`src/rtl/cpu_pkg.sv`:
```
// rtl/cpu_pkg.sv - shared CPU types and constants for the fetch stage
// Purpose : fetch FSM state enum, word width, NOP encoding and PC increment helper.
// Ports   : none (package).
package cpu_pkg;

   localparam int XLEN = 32;
   localparam logic [XLEN-1:0] NOP = 32'h0000_0000;

   typedef enum logic [1:0] {
      IDLE = 2'd0,
      RUN  = 2'd1,
      HALT = 2'd2
   } fetch_state_t;

   // Wraps modulo 2^32 by construction (0xFFFFFFFC + 4 = 0).
   function automatic logic [XLEN-1:0] pc_plus4(input logic [XLEN-1:0] pc);
      return pc + 32'd4;
   endfunction

endpackage

```
`src/rtl/fetch_stage_if.sv`:
```
// rtl/fetch_stage_if.sv - control, instruction memory and IF/ID bundle of the fetch stage
// Purpose : groups every fetch_stage signal except clk/rst.
// Ports   : start, stall, redirect, redirect_pc, imem_inst  (master -> slave)
//           imem_pc, ifid_valid, ifid_inst, ifid_pc4, halted (slave -> master)
//           fetch_count, stall_count                          (slave -> master, FETCH_PERF_EN only)
// Macro   : FETCH_PERF_EN adds the performance counter signals.
interface fetch_stage_if;
   import cpu_pkg::*;

   logic            start;
   logic            stall;
   logic            redirect;
   logic [XLEN-1:0] redirect_pc;
   logic [XLEN-1:0] imem_pc;
   logic [XLEN-1:0] imem_inst;
   logic            ifid_valid;
   logic [XLEN-1:0] ifid_inst;
   logic [XLEN-1:0] ifid_pc4;
   logic            halted;
`ifdef FETCH_PERF_EN
   logic [XLEN-1:0] fetch_count;
   logic [XLEN-1:0] stall_count;

   modport master (
      output start, stall, redirect, redirect_pc, imem_inst,
      input  imem_pc, ifid_valid, ifid_inst, ifid_pc4, halted, fetch_count, stall_count
   );
   modport slave (
      input  start, stall, redirect, redirect_pc, imem_inst,
      output imem_pc, ifid_valid, ifid_inst, ifid_pc4, halted, fetch_count, stall_count
   );
`else
   modport master (
      output start, stall, redirect, redirect_pc, imem_inst,
      input  imem_pc, ifid_valid, ifid_inst, ifid_pc4, halted
   );
   modport slave (
      input  start, stall, redirect, redirect_pc, imem_inst,
      output imem_pc, ifid_valid, ifid_inst, ifid_pc4, halted
   );
`endif

endinterface

```
`src/rtl/ifid_reg.sv`:
```
// rtl/ifid_reg.sv - IF/ID pipeline register with flush and hold
// Purpose : holds the fetched instruction and its PC+4 for decode.
// Ports   : clk, rst        clock, asynchronous active-high reset
//           i_flush         kill entry: valid=0, inst=NOP (wins over hold)
//           i_hold          keep current contents
//           i_load          capture i_inst/i_pc4 as a valid entry
//           i_inst, i_pc4   incoming instruction and PC+4
//           o_valid, o_inst, o_pc4  registered IF/ID contents
module ifid_reg
   import cpu_pkg::*;
(
   input  logic            clk,
   input  logic            rst,
   input  logic            i_flush,
   input  logic            i_hold,
   input  logic            i_load,
   input  logic [XLEN-1:0] i_inst,
   input  logic [XLEN-1:0] i_pc4,
   output logic            o_valid,
   output logic [XLEN-1:0] o_inst,
   output logic [XLEN-1:0] o_pc4
);

   logic            r_valid;
   logic [XLEN-1:0] r_inst;
   logic [XLEN-1:0] r_pc4;

   always_ff @(posedge clk or posedge rst) begin
      if (rst) begin
         r_valid <= 1'b0;
         r_inst  <= NOP;
         r_pc4   <= '0;
      end else if (i_flush) begin
         r_valid <= 1'b0;
         r_inst  <= NOP;
      end else if (!i_hold) begin
         if (i_load) begin
            r_valid <= 1'b1;
            r_inst  <= i_inst;
            r_pc4   <= i_pc4;
         end else begin
            // Neither hold nor load: insert a bubble, keep the stale data.
            r_valid <= 1'b0;
         end
      end
   end

   assign o_valid = r_valid;
   assign o_inst  = r_inst;
   assign o_pc4   = r_pc4;

endmodule

```
`src/rtl/fetch_stage.sv`:
```
// rtl/fetch_stage.sv - instruction fetch stage: PC register, IDLE/RUN/HALT FSM, IF/ID register
// Purpose : fetches one word per cycle from RESET_PC after start, honours stall and
//           redirect, halts after issuing PC_LAST until redirected.
// Ports   : clk  rising-edge clock
//           rst  asynchronous active-high reset
//           bus  fetch_stage_if.slave (start/stall/redirect/redirect_pc/imem_inst in,
//                imem_pc/ifid_valid/ifid_inst/ifid_pc4/halted out)
// Macro   : FETCH_PERF_EN adds saturating fetch_count and stall_count outputs.
module fetch_stage
   import cpu_pkg::*;
#(
   parameter logic [XLEN-1:0] RESET_PC = 32'd100,
   parameter logic [XLEN-1:0] PC_LAST  = 32'd252
) (
   input  logic         clk,
   input  logic         rst,
   fetch_stage_if.slave bus
);

   fetch_state_t    r_state;
   logic [XLEN-1:0] r_pc;
   logic            r_halted;

   logic [XLEN-1:0] w_pc4;
   logic [XLEN-1:0] w_target;
   logic            w_issue;
   logic            w_flush;
   logic            w_hold;

   assign w_pc4    = pc_plus4(r_pc);
   assign w_target = {bus.redirect_pc[XLEN-1:2], 2'b00};

   // IDLE ignores stall/redirect entirely; elsewhere redirect beats stall.
   assign w_flush = (r_state != IDLE) && bus.redirect;
   assign w_hold  = (r_state == IDLE) || (!bus.redirect && bus.stall);
   assign w_issue = (r_state == RUN) && !bus.redirect && !bus.stall;

   always_ff @(posedge clk or posedge rst) begin
      if (rst) begin
         r_state  <= IDLE;
         r_pc     <= RESET_PC;
         r_halted <= 1'b0;
      end else begin
         case (r_state)
            IDLE: begin
               if (bus.start) r_state <= RUN;
            end
            RUN: begin
               if (bus.redirect) begin
                  r_pc <= w_target;
               end else if (!bus.stall) begin
                  // PC parks on PC_LAST so a later redirect is the only way out.
                  if (r_pc == PC_LAST) begin
                     r_state  <= HALT;
                     r_halted <= 1'b1;
                  end else begin
                     r_pc <= w_pc4;
                  end
               end
            end
            HALT: begin
               if (bus.redirect) begin
                  r_state  <= RUN;
                  r_halted <= 1'b0;
                  r_pc     <= w_target;
               end
            end
            default: begin
               r_state  <= IDLE;
               r_halted <= 1'b0;
            end
         endcase
      end
   end

   assign bus.imem_pc = r_pc;
   assign bus.halted  = r_halted;

   ifid_reg u_ifid_reg (
      .clk     (clk),
      .rst     (rst),
      .i_flush (w_flush),
      .i_hold  (w_hold),
      .i_load  (w_issue),
      .i_inst  (bus.imem_inst),
      .i_pc4   (w_pc4),
      .o_valid (bus.ifid_valid),
      .o_inst  (bus.ifid_inst),
      .o_pc4   (bus.ifid_pc4)
   );

`ifdef FETCH_PERF_EN
   logic [XLEN-1:0] r_fetch_count;
   logic [XLEN-1:0] r_stall_count;
   logic            w_run_stall;

   assign w_run_stall = (r_state == RUN) && bus.stall && !bus.redirect;

   always_ff @(posedge clk or posedge rst) begin
      if (rst) begin
         r_fetch_count <= '0;
         r_stall_count <= '0;
      end else begin
         if (w_issue && (r_fetch_count != '1)) r_fetch_count <= r_fetch_count + 32'd1;
         if (w_run_stall && (r_stall_count != '1)) r_stall_count <= r_stall_count + 32'd1;
      end
   end

   assign bus.fetch_count = r_fetch_count;
   assign bus.stall_count = r_stall_count;
`endif

endmodule
```
`src/flat_wrapper.sv`:
```
// flat-port wrapper written by rule: the top's interface ports become plain ports
module fetch_stage_flat import cpu_pkg::*;
#(
   parameter logic [XLEN-1:0] RESET_PC = 32'd100,
   parameter logic [XLEN-1:0] PC_LAST  = 32'd252
)
  (clk, rst, bus_start, bus_stall, bus_redirect, bus_redirect_pc, bus_imem_inst, bus_imem_pc, bus_ifid_valid, bus_ifid_inst, bus_ifid_pc4, bus_halted);
  fetch_stage_if bus_i ();
  input  logic clk;
  input  logic rst;
  input wire logic [$bits(bus_i.start)-1:0] bus_start;
  input wire logic [$bits(bus_i.stall)-1:0] bus_stall;
  input wire logic [$bits(bus_i.redirect)-1:0] bus_redirect;
  input wire logic [$bits(bus_i.redirect_pc)-1:0] bus_redirect_pc;
  input wire logic [$bits(bus_i.imem_inst)-1:0] bus_imem_inst;
  output wire logic [$bits(bus_i.imem_pc)-1:0] bus_imem_pc;
  output wire logic [$bits(bus_i.ifid_valid)-1:0] bus_ifid_valid;
  output wire logic [$bits(bus_i.ifid_inst)-1:0] bus_ifid_inst;
  output wire logic [$bits(bus_i.ifid_pc4)-1:0] bus_ifid_pc4;
  output wire logic [$bits(bus_i.halted)-1:0] bus_halted;
  assign bus_i.start = bus_start;
  assign bus_i.stall = bus_stall;
  assign bus_i.redirect = bus_redirect;
  assign bus_i.redirect_pc = bus_redirect_pc;
  assign bus_i.imem_inst = bus_imem_inst;
  assign bus_imem_pc = bus_i.imem_pc;
  assign bus_ifid_valid = bus_i.ifid_valid;
  assign bus_ifid_inst = bus_i.ifid_inst;
  assign bus_ifid_pc4 = bus_i.ifid_pc4;
  assign bus_halted = bus_i.halted;
  fetch_stage #(.RESET_PC(RESET_PC), .PC_LAST(PC_LAST)) u_core (.clk(clk), .rst(rst), .bus(bus_i));
endmodule
```
`config.mk`:
```
export PLATFORM = sky130hd
export DESIGN_NAME = fetch_stage_flat
export DESIGN_NICKNAME = d
export VERILOG_FILES = /design/src/rtl/cpu_pkg.sv /design/src/rtl/fetch_stage_if.sv /design/src/rtl/ifid_reg.sv /design/src/rtl/fetch_stage.sv /design/src/flat_wrapper.sv
export SDC_FILE = /design/constraint.sdc
export NUM_CORES = 1
export LEC_CHECK = 0
export ABC_AREA = 1
export CORE_MARGIN = 2
export CORE_UTILIZATION = 43
export CTS_CLUSTER_DIAMETER = 60
export DETAILED_ROUTE_END_ITERATION = 10
export GPL_TIMING_DRIVEN = 0
export PLACE_DENSITY = 0.8
export SYNTH_ARGS = -nofsm -noshare
export SYNTH_HDL_FRONTEND = slang
export SYNTH_HIERARCHICAL = 1
export SYNTH_SLANG_ARGS = --single-unit
```
`constraint.sdc`:
```
create_clock -name clk -period 1.7 [get_ports clk]
set_input_delay 0.17 -clock clk [delete_from_list [all_inputs] [get_ports clk]]
set_output_delay 0.17 -clock clk [all_outputs]
set_load 0.1 [all_outputs]
```
==> results of run 1 <==
==> power groups by stage <==
| stage | clock network [mW] | registers (mW) | logic, mW |
|---|---|---|---|
| floorplan | 0 | 9.92 | 2.74 |
| global placement | 0 | 4.19 | 11.2 |
| detailed placement | 0 | 4.21 | 11.3 |
| CTS | 2.02 | 4.17 | 11.2 |
| global route | 2.12 | 4.39 | 12.4 |
| finish | 1.98 | 4.24 | 11.8 |
==> timing repair <==
item / in CTS / in global routing
gates resized for setup: 280 / 113
endpoints found under the hold margin: 0 / 0
pin swaps: 7 / 30
cloned: 1 / 3
setup endpoints to repair: 140 / 124
hold buffers: 0 / 0
buffers inserted: 9 / 10
==> synth_stat cells, drive strengths merged, types with 2 or more instances <==
library cell,instances
nand2,319
nand3,143
dfrtp,95
nor2,62
inv,41
buf,31
o21ai,15
or2,13
and2,5
clkbuf,5
xnor2,5
xor2,5
ha,4
nand3b,4
dfstp,3
a21boi,2
==> layer usage <==
| metal | share of wire (%) | global-route usage, % | vias up |
|---|---|---|---|
| met1 | 43 | 33.1 | 2675 |
| met4 | 2.3 | 8.51 | 0 |
| met3 | 7.8 | 3.73 | 33 |
| met2 | 47 | 39.8 | 277 |
| met5 | 0 | 0 | - |
| li1 | - | - | 2799 |
==> metrics by stage <==
step / instance area [µm²] / hold WS (ns) / instances / setup TNS, ns
5_1_grt: 8340 / 0.168 / 1132 / -10.27
2_1_floorplan: 5710 / 0.295 / 759 / -7.65
6_report: 8340 / 0.156 / 1132 / -4.21
4_1_cts: 8050 / 0.337 / 1120 / -3.54
3_3_place_gp: 7550 / 0.454 / 1093 / -17.69
3_5_place_dp: 7570 / 0.457 / 1094 / -18.36
==> sequential cells by signal, summed over array words and instances (netlist names) <==
signal / cells
u_core/bus.halted: 1
u_core/u_ifid_reg/o_valid: 1
u_core/u_ifid_reg/o_pc4: 32
u_core/u_ifid_reg/o_inst: 32
u_core/bus.imem_pc: 30
u_core/r_state: 2
==> cell type report <==
type / instances / share of cell area (%)
clock inverters: 7 / 0.720
flip-flops and latches: 98 / 30.0
inverters: 41 / 1.92
multi-input cells: 584 / 36.6
clock buffers: 9 / 2.70
plain buffers: 35 / 3.42
well taps: 172 / 2.58
repair buffers: 186 / 22.0
==> how the worst max path moves through the flow <==
stage / start / to / slack, ns / cells after the start
floorplan: u_core/bus.imem_pc[2]$_DFFE_PP1P_ / u_core/bus.imem_pc[16]$_DFFE_PP0P_ / -0.22 / 9
global placement: rst / u_core/bus.imem_pc[3]$_DFFE_PP0P_ / -0.29 / 2
detailed placement: rst / u_core/bus.imem_pc[3]$_DFFE_PP0P_ / -0.35 / 2
CTS: u_core/bus.imem_pc[2]$_DFFE_PP1P_ / u_core/bus.imem_pc[16]$_DFFE_PP0P_ / -0.12 / 9
global route: u_core/bus.imem_pc[2]$_DFFE_PP1P_ / u_core/bus.imem_pc[26]$_DFFE_PP0P_ / -0.22 / 10
finish: u_core/bus.imem_pc[2]$_DFFE_PP1P_ / u_core/bus.imem_pc[18]$_DFFE_PP0P_ / -0.16 / 11
==> cell families (layout without fill, tap and decap cells) <==
family,after synthesis,in the layout,share of synthesized area [%]
buffers and inverters,77,278,7.54
other,1,4,0.0677
XOR/XNOR,10,10,1.58
AND/OR/NAND/NOR,547,547,43.1
flip-flops,98,98,44.3
AO/OA/AOI/OAI,19,19,2.53
adder cells (fa/ha/maj),4,4,0.903
==> run_results.csv, run 1 <==
group,metric,value,unit
run_status,status,"finished with violations",
run_status,violations,"setup timing",
floorplan,die_x,118,µm
grt,grt-ovfl-total,0,
pwr,p_clk_share,11.0,%
pwr,leakage,4.04,nW
finish,multiInputGateArea,3050,µm²
timing,grt_setup_unrepaired,"yes",
cts,worstSkewPairLatency,0.34,ns
placement,globalplace.congestion,0.943,
floorplan,dieArea,13800,µm²
timing,finalSetupViolations,46,
drt,first_iter_violations,497,
setup_path,cp-end-kind,"register",
finish,seqCellArea,2510,µm²
placement,port_buffers,162,
floorplan,io_pins,167,
cts,path_clk_slew,0.06,ns
pwr,combPwrFrac,65.5,%
pwr,power_switching,10.8,mW
setup_path,required,1.97,ns
setup_path,slowest_stage,"dfstp_4",
setup_path,regToRegEndpoint,"u_core/bus.imem_pc[18]$_DFFE_PP0P_",
min_path,hp-class,"primary input to asynchronous set/reset pin",
grt,grt_pass1_wl,27.2,mm
finish,final_cell_mix,"nand2_1 (258), nand3_1 (123), dfrtp_1 (68)",
drt,via_per_inst,5.11,
setup_path,path_cells,"ha_4, nand3_4, nor2_4, nand2_2, nor2_4, buf_6, nand2_4, nand2_8, clkbuf_16, nand2_2, nand2_1",
logic_synthesis,synth_edf_count,0,
timing,worst_slack,-0.159,ns
cts,cts-root-buf,"clkbuf_16",
cts,cts_tree,"yes",
grt,grt_max_degree,35,
logic_synthesis,netlist_area,5540,µm²
drt,wl_per_cell,15.3,µm
finish,final_common_cell,"nand2_1",
cts,cts_sinks,98,
setup_path,path_max_fanout,6,
finish,area_delta_synth_final,50.6,%
finish,diodes,0,
setup_path,max_stage_delay,0.63,ns
setup_path,rrSetupSlack,-0.16,ns
logic_synthesis,synthCells,756,
setup_path,critPathKind,"register to register",
logic_synthesis,synth_top_area_cell,"dfrtp_1",
drt,wirelength,17.3,mm
pwr,sw_frac_of_total,59.6,%
setup_path,cp.arrival,2.13,ns
finish,fillers,1058,
cts,cts-buffers-inserted,9,
pwr,power_density,2160,nW/µm²
setup_path,r2r-start,"u_core/bus.imem_pc[2]$_DFFE_PP1P_",
floorplan,num_rows,41,
setup_path,critPathLaunchType,"register",
grt,antenna_found_initial,0,
drt,vias,5784,
timing,fin_crit,1.86,ns
timing,hold_viol,0,
finish,finish.utilization,66.1,%
pwr,internal-power,7.29,mW
logic_synthesis,ys_seq_area_share,44.3,%
logic_synthesis,synth_warnings,6,
timing,period_share,109,%
placement,hpwlAfterDp,12.5,mm
timing,finalMaxSlewViolations,0,
pwr,p_seq_share,23.5,%
logic_synthesis,synth_top_area_share,42.9,%
pwr,total_power,18.1,mW
logic_synthesis,synth_flop_cell,"dfrtp_1",
placement,place_ws,-0.350,ns
flow_run,drv_cap,0,
setup_path,cp_num_buf_inv,2,
setup_path,r2r_cells,11,
timing,relSlewSlack,37.0,%
drt,drcViolationCount,0,
logic_synthesis,async_reset_ff_share,100,%
floorplan,core,12600,µm²
floorplan,initial_core_util,43.9,%
floorplan,dieHeight,118,µm
pwr,irDropWorstVdd,0.00152,V
setup_path,critical_path.top_delay_family,"simple AND/OR/NAND/NOR gates",
cts,htreeDepth,3,
logic_synthesis,synth_area_leaders,"dfrtp_1 (43%), nand2_1 (21%), nand3_1 (13%)",
logic_synthesis,syn_area_per_cell,7.33,µm²
drt,dr.pass1.iters,6,
drt,drtAntennaViolNets,0,
grt,grt_pass1_vias,5412,
logic_synthesis,ys_ff_latch,98,
timing,worst_slew_pin_slew,0.949,ns
timing,fmax,538,MHz
finish,nNetsFinal,1028,
logic_synthesis,synth.distinct_cells,30,
cts,cts_buffer_depth,2,
finish,drive_gt1_share,33.5,%
grt,grtUsageTotal,24.4,%
timing,skew,0.00382,ns
No activity file was read; power rests on OpenSTA's default activity.
==> run 2, diff against run 1 <==
- CORE_ASPECT_RATIO: default -> 2
- TNS_END_PERCENT: default -> 50
==> run_results.csv, run 2 (same netlist as run 1, synthesis figures left out) <==
group,metric,value,unit
run_status,status,"finished with violations",
run_status,violations,"setup timing",
finish,diodes,0,
setup_path,required,1.93,ns
grt,grt_pass1_vias,5457,
drt,via_per_inst,5.25,
floorplan,io_pins,167,
timing,relSlewSlack,36.9,%
drt,drtAntennaViolNets,0,
setup_path,critPathKind,"register to register",
floorplan,dieHeight,165,µm
drt,dr.pass1.iters,6,
timing,worst_slack,-0.181,ns
cts,cts_buffer_depth,2,
placement,port_buffers,162,
grt,grtUsageTotal,25.1,%
drt,wl_per_cell,16.8,µm
cts,worstSkewPairLatency,0.35,ns
drt,drcViolationCount,0,
pwr,leakage,4.04,nW
pwr,total_power,18.2,mW
placement,globalplace.congestion,0.934,
pwr,power_density,2170,nW/µm²
finish,drive_gt1_share,32.7,%
timing,fin_crit,1.88,ns
grt,grt_pass1_wl,27.3,mm
cts,cts_tree,"yes",
timing,grt_setup_unrepaired,"yes",
floorplan,core,12600,µm²
drt,wirelength,18.6,mm
cts,cts-buffers-inserted,9,
finish,final_cell_mix,"nand2_1 (272), nand3_1 (122), clkdlybuf4s15_2 (79)",
timing,hold_viol,0,
floorplan,initial_core_util,44.1,%
cts,cts-root-buf,"clkbuf_16",
floorplan,die_x,84.3,µm
floorplan,num_rows,58,
grt,grt-ovfl-total,0,
cts,cts_sinks,98,
finish,area_delta_synth_final,51.3,%
flow_run,drv_cap,0,
finish,final_common_cell,"nand2_1",
pwr,p_seq_share,23.5,%
timing,period_share,111,%
pwr,combPwrFrac,64.4,%
setup_path,cp-end-kind,"register",
drt,vias,5821,
setup_path,path_max_fanout,4,
cts,htreeDepth,3,
setup_path,cp.arrival,2.11,ns
timing,finalMaxSlewViolations,0,
cts,path_clk_slew,0.08,ns
pwr,internal-power,7.30,mW
pwr,sw_frac_of_total,59.8,%
pwr,p_clk_share,12.1,%
timing,finalSetupViolations,43,
grt,grt_max_degree,35,
min_path,hp-class,"primary input to asynchronous set/reset pin",
timing,hold_ws,0.307,ns
timing,worst_slew_pin_slew,0.950,ns
floorplan,dieArea,13900,µm²
setup_path,critPathLaunchType,"register",
pwr,power_switching,10.9,mW
timing,fmax,532,MHz
drt,first_iter_violations,359,
timing,skew,0.0105,ns
timing,finalSetupTns,-5.19,ns
grt,antenna_found_initial,0,
placement,hpwlAfterDp,13.5,mm
finish,nNetsFinal,1026,
pwr,irDropWorstVdd,0.00160,V
## run 2: cell types whose count changed in the layout (fill, tap and decap cells not counted), moves of 4 or more
cell / before / now
clkinv_1: 4 / 0
clkbuf_2: 29 / 16
nor2_4: 12 / 16
nand2_2: 53 / 42
nand2_1: 258 / 272
clkdlybuf4s15_2: 64 / 79
## run 2: worst max-delay path, cell delays in order (launching register included)
cell and delay, ns:
dfstp_4 0.65, ha_4 0.16, nand3_4 0.08, nor2_4 0.13, nand2_2 0.08, nor2_4 0.18
buf_4 0.16, nand2_1 0.05, nand2_2 0.08, nand2_1 0.05, nand2_1 0.07, nand2_1 0.06
## run 2: per-stage QoR
step                setup slack, ns  std cells  utilization [%]  cell area (µm²)
floorplan                    -0.223        759                -             5710
global placement             -0.381       1071             59.9             7520
detailed placement           -0.248       1073             60.3             7570
CTS                          -0.170       1094             64.1             8040
global route                 -0.272       1108             66.8             8390
finish                       -0.181       1108             66.8             8390
## run 2: final cells by class
cell class / count / area, µm²
buffer: 36 / 307
clock buffer: 10 / 239
clock inverter: 6 / 81.3
fill: 1051 / 4170
inverter: 41 / 158
multi-input combinational: 584 / 3030
sequential: 98 / 2510
tap: 150 / 188
timing repair buffer: 183 / 1880
## run 2: final timing paths
| check | start | slack (ns) | end | cells past startpoint |
|---|---|---|---|---|
| worst max register to register | u_core/bus.imem_pc[2]$_DFFE_PP1P_ | -0.18 | u_core/bus.halted$_DFFE_PP0P_ | 11 |
| worst max-delay path | u_core/bus.imem_pc[2]$_DFFE_PP1P_ | -0.18 | u_core/bus.halted$_DFFE_PP0P_ | 11 |
| worst min register to register | u_core/u_ifid_reg/o_pc4[1]$_DFFE_PP0P_ | 0.48 | u_core/u_ifid_reg/o_pc4[1]$_DFFE_PP0P_ | 2 |
| min in group clk | bus_imem_inst[5] | 0.37 | u_core/u_ifid_reg/o_inst[5]$_DFFE_PP0P_ | 3 |
| worst min-delay path | rst | 0.31 | u_core/u_ifid_reg/o_pc4[27]$_DFFE_PP0P_ | 2 |
| max in group asynchronous | rst | 0.68 | u_core/bus.imem_pc[2]$_DFFE_PP1P_ | 3 |
## run 2: what timing repair did
action                     in CTS  in global routing
resized for setup             288                 97
hold buffers                    0                  0
setup buffers                   5                 11
setup endpoints to repair     157                110
pin swaps                       8                 21
cloned                          0                  3
## run 2: per-layer routing
metal	track usage (%)	wire, µm	vias to the layer above
li1	-	-	2785
met1	26.0	6380	2684
met2	48.3	10100	268
met3	3.10	987	84
met4	13.0	1110	0
met5	0	0	-
## run 2: power groups by stage
stage / Combinational (mW) / Clock, mW / Sequential [mW]
3_5_place_dp: 11.3 / 0 / 4.23
5_1_grt: 12.2 / 2.35 / 4.41
4_1_cts: 11.1 / 2.23 / 4.20
3_3_place_gp: 11.2 / 0 / 4.21
2_1_floorplan: 2.74 / 0 / 9.92
6_report: 11.7 / 2.20 / 4.27
==> run 3, diff against run 2 <==
- GPL_TIMING_DRIVEN: 0 -> default
==> run_results.csv, run 3 (same netlist as run 1, synthesis figures left out) <==
group,metric,value,unit
run_status,status,"finished with violations",
run_status,violations,"setup timing",
timing,worst_slew_pin_slew,0.508,ns
grt,grt_pass1_vias,5843,
finish,area_delta_synth_final,62.7,%
floorplan,initial_core_util,44.1,%
cts,path_clk_slew,0.08,ns
timing,grt_setup_unrepaired,"yes",
drt,wl_per_cell,16.5,µm
grt,grt_pass1_wl,28.4,mm
setup_path,critPathKind,"register to register",
cts,cts-root-buf,"clkbuf_16",
finish,diodes,0,
floorplan,dieArea,13900,µm²
placement,port_buffers,162,
cts,htreeDepth,3,
grt,grt-ovfl-total,0,
grt,grt_max_degree,43,
finish,finish.utilization,71.8,%
placement,globalplace.congestion,0.934,
min_path,hp-class,"primary input to asynchronous set/reset pin",
drt,wirelength,18.5,mm
floorplan,dieHeight,165,µm
grt,antenna_found_initial,0,
grt,grtUsageTotal,25.7,%
setup_path,cp-end-kind,"register",
setup_path,path_max_fanout,6,
pwr,power_density,2240,nW/µm²
placement,placed_cells,1099,
placement,postPlaceCellArea,8380,µm²
cts,cts_buffer_depth,2,
setup_path,critPathLaunchType,"register",
pwr,total_power,20.2,mW
floorplan,num_rows,58,
finish,nNetsFinal,1039,
cts,cts_hold_buf,0,
finish,layoutNonFillerInstCount,1121,
cts,cts_sinks,98,
placement,hpwlAfterDp,13.1,mm
cts,cts_tree,"yes",
drt,dr.pass1.iters,5,
timing,hold_viol,0,
finish,drive_gt1_share,35.4,%
finish,fin_area,9020,µm²
pwr,irDropWorstVdd,0.00164,V
finish,final_common_cell,"nand2_1",
cts,worstSkewPairLatency,0.35,ns
pwr,leakage,4.45,nW
drt,drtAntennaViolNets,0,
setup_path,cp.arrival,2.05,ns
setup_path,r2r-start,"u_core/bus.imem_pc[2]$_DFFE_PP1P_",
timing,worst_slack,-0.113,ns
drt,drcViolationCount,0,
cts,cts-buffers-inserted,9,
floorplan,core,12600,µm²
timing,skew,0.0122,ns
timing,period_share,107,%
setup_path,required,1.93,ns
timing,finalMaxSlewViolations,0,
floorplan,die_x,84.3,µm
finish,final_cell_mix,"nand2_1 (264), nand3_1 (119), buf_4 (89)",
drt,first_iter_violations,456,
setup_path,worstSetupStartpoint,"u_core/bus.imem_pc[2]$_DFFE_PP1P_",
flow_run,drv_cap,0,
drt,vias,5893,
timing,fmax,552,MHz
floorplan,io_pins,167,
timing,relSlewSlack,66.1,%
timing,finalSetupViolations,46,
drt,via_per_inst,5.26,
timing,fin_crit,1.81,ns
run 3: changes by cell type in the layout (fill, tap and decap cells not counted), moves of 4 or more:
cell	before	now
clkdlybuf4s15_2	79	0
buf_4	21	89
buf_12	2	69
clkbuf_2	16	0
buf_2	10	0
nand2_1	272	264
nand2_2	42	49
buf_6	13	7
o21ai_0	7	3
run 3: path summary, 6_finish.rpt:
path / to / slack, ns / cells past startpoint
max in group asynchronous: u_core/bus.imem_pc[4]$_DFFE_PP0P_ / 0.96 / 3
max: u_core/u_ifid_reg/o_pc4[23]$_DFFE_PP0P_ / -0.11 / 10
min: u_core/u_ifid_reg/o_inst[0]$_DFFE_PP0P_ / 0.30 / 3
min in group clk: u_core/u_ifid_reg/o_inst[2]$_DFFE_PP0P_ / 0.37 / 3
min reg2reg: u_core/u_ifid_reg/o_pc4[1]$_DFFE_PP0P_ / 0.48 / 2
max reg2reg: u_core/u_ifid_reg/o_pc4[23]$_DFFE_PP0P_ / -0.11 / 10
run 3: power by group:
part,leakage (nW),internal [mW],switching (mW)
combinational,3.06,4.65,9.47
sequential,1.25,3.27,0.851
clock,0.135,1.02,0.970
total,4.45,8.95,11.3
run 3: area by class of cell:
type                    instances  area [µm²]
repair buffers                232        2810
fillers                       916        3540
multi-input cells             584        3070
clock buffers                   9         225
well taps                     150         188
flip-flops and latches         98        2510
clock inverters                 7        61.3
inverters                      41         158
run 3: metal layers:
layer | global-route usage [%] | vias to the layer above | part of all wire, %
met5 | 0 | - | 0
met4 | 11.9 | 0 | 4.3
met3 | 3.20 | 59 | 4.9
met2 | 48.0 | 244 | 56
met1 | 28.4 | 2781 | 35
li1 | - | 2809 | -
run 3: worst max-delay path, stage by stage, from the launching register on:
cell and delay (ns):
dfstp_4 0.63, buf_4 0.11, inv_2 0.04, nor2_4 0.17, nand2_4 0.12, nor2_4 0.21
nand2_1 0.08, nand2_1 0.07, nand2_1 0.08, nand3_1 0.10, nand2_1 0.07
run 3: what timing repair did:
action	in CTS	in global routing
setup buffers	1	2
pin swaps	12	23
endpoints found under the hold margin	0	0
gates cloned	0	3
endpoints found under the setup margin	38	82
gates resized for setup	21	67
run 3: per-stage QoR:
step	TNS, ns	hold slack [ns]	setup slack [ns]
2_1_floorplan	-7.65	0.295	-0.223
5_1_grt	-6.42	0.356	-0.204
6_report	-2.46	0.301	-0.113
3_3_place_gp	-0.892	0.457	-0.0663
4_1_cts	-0.738	0.310	-0.0630
3_5_place_dp	-1.74	0.469	-0.113
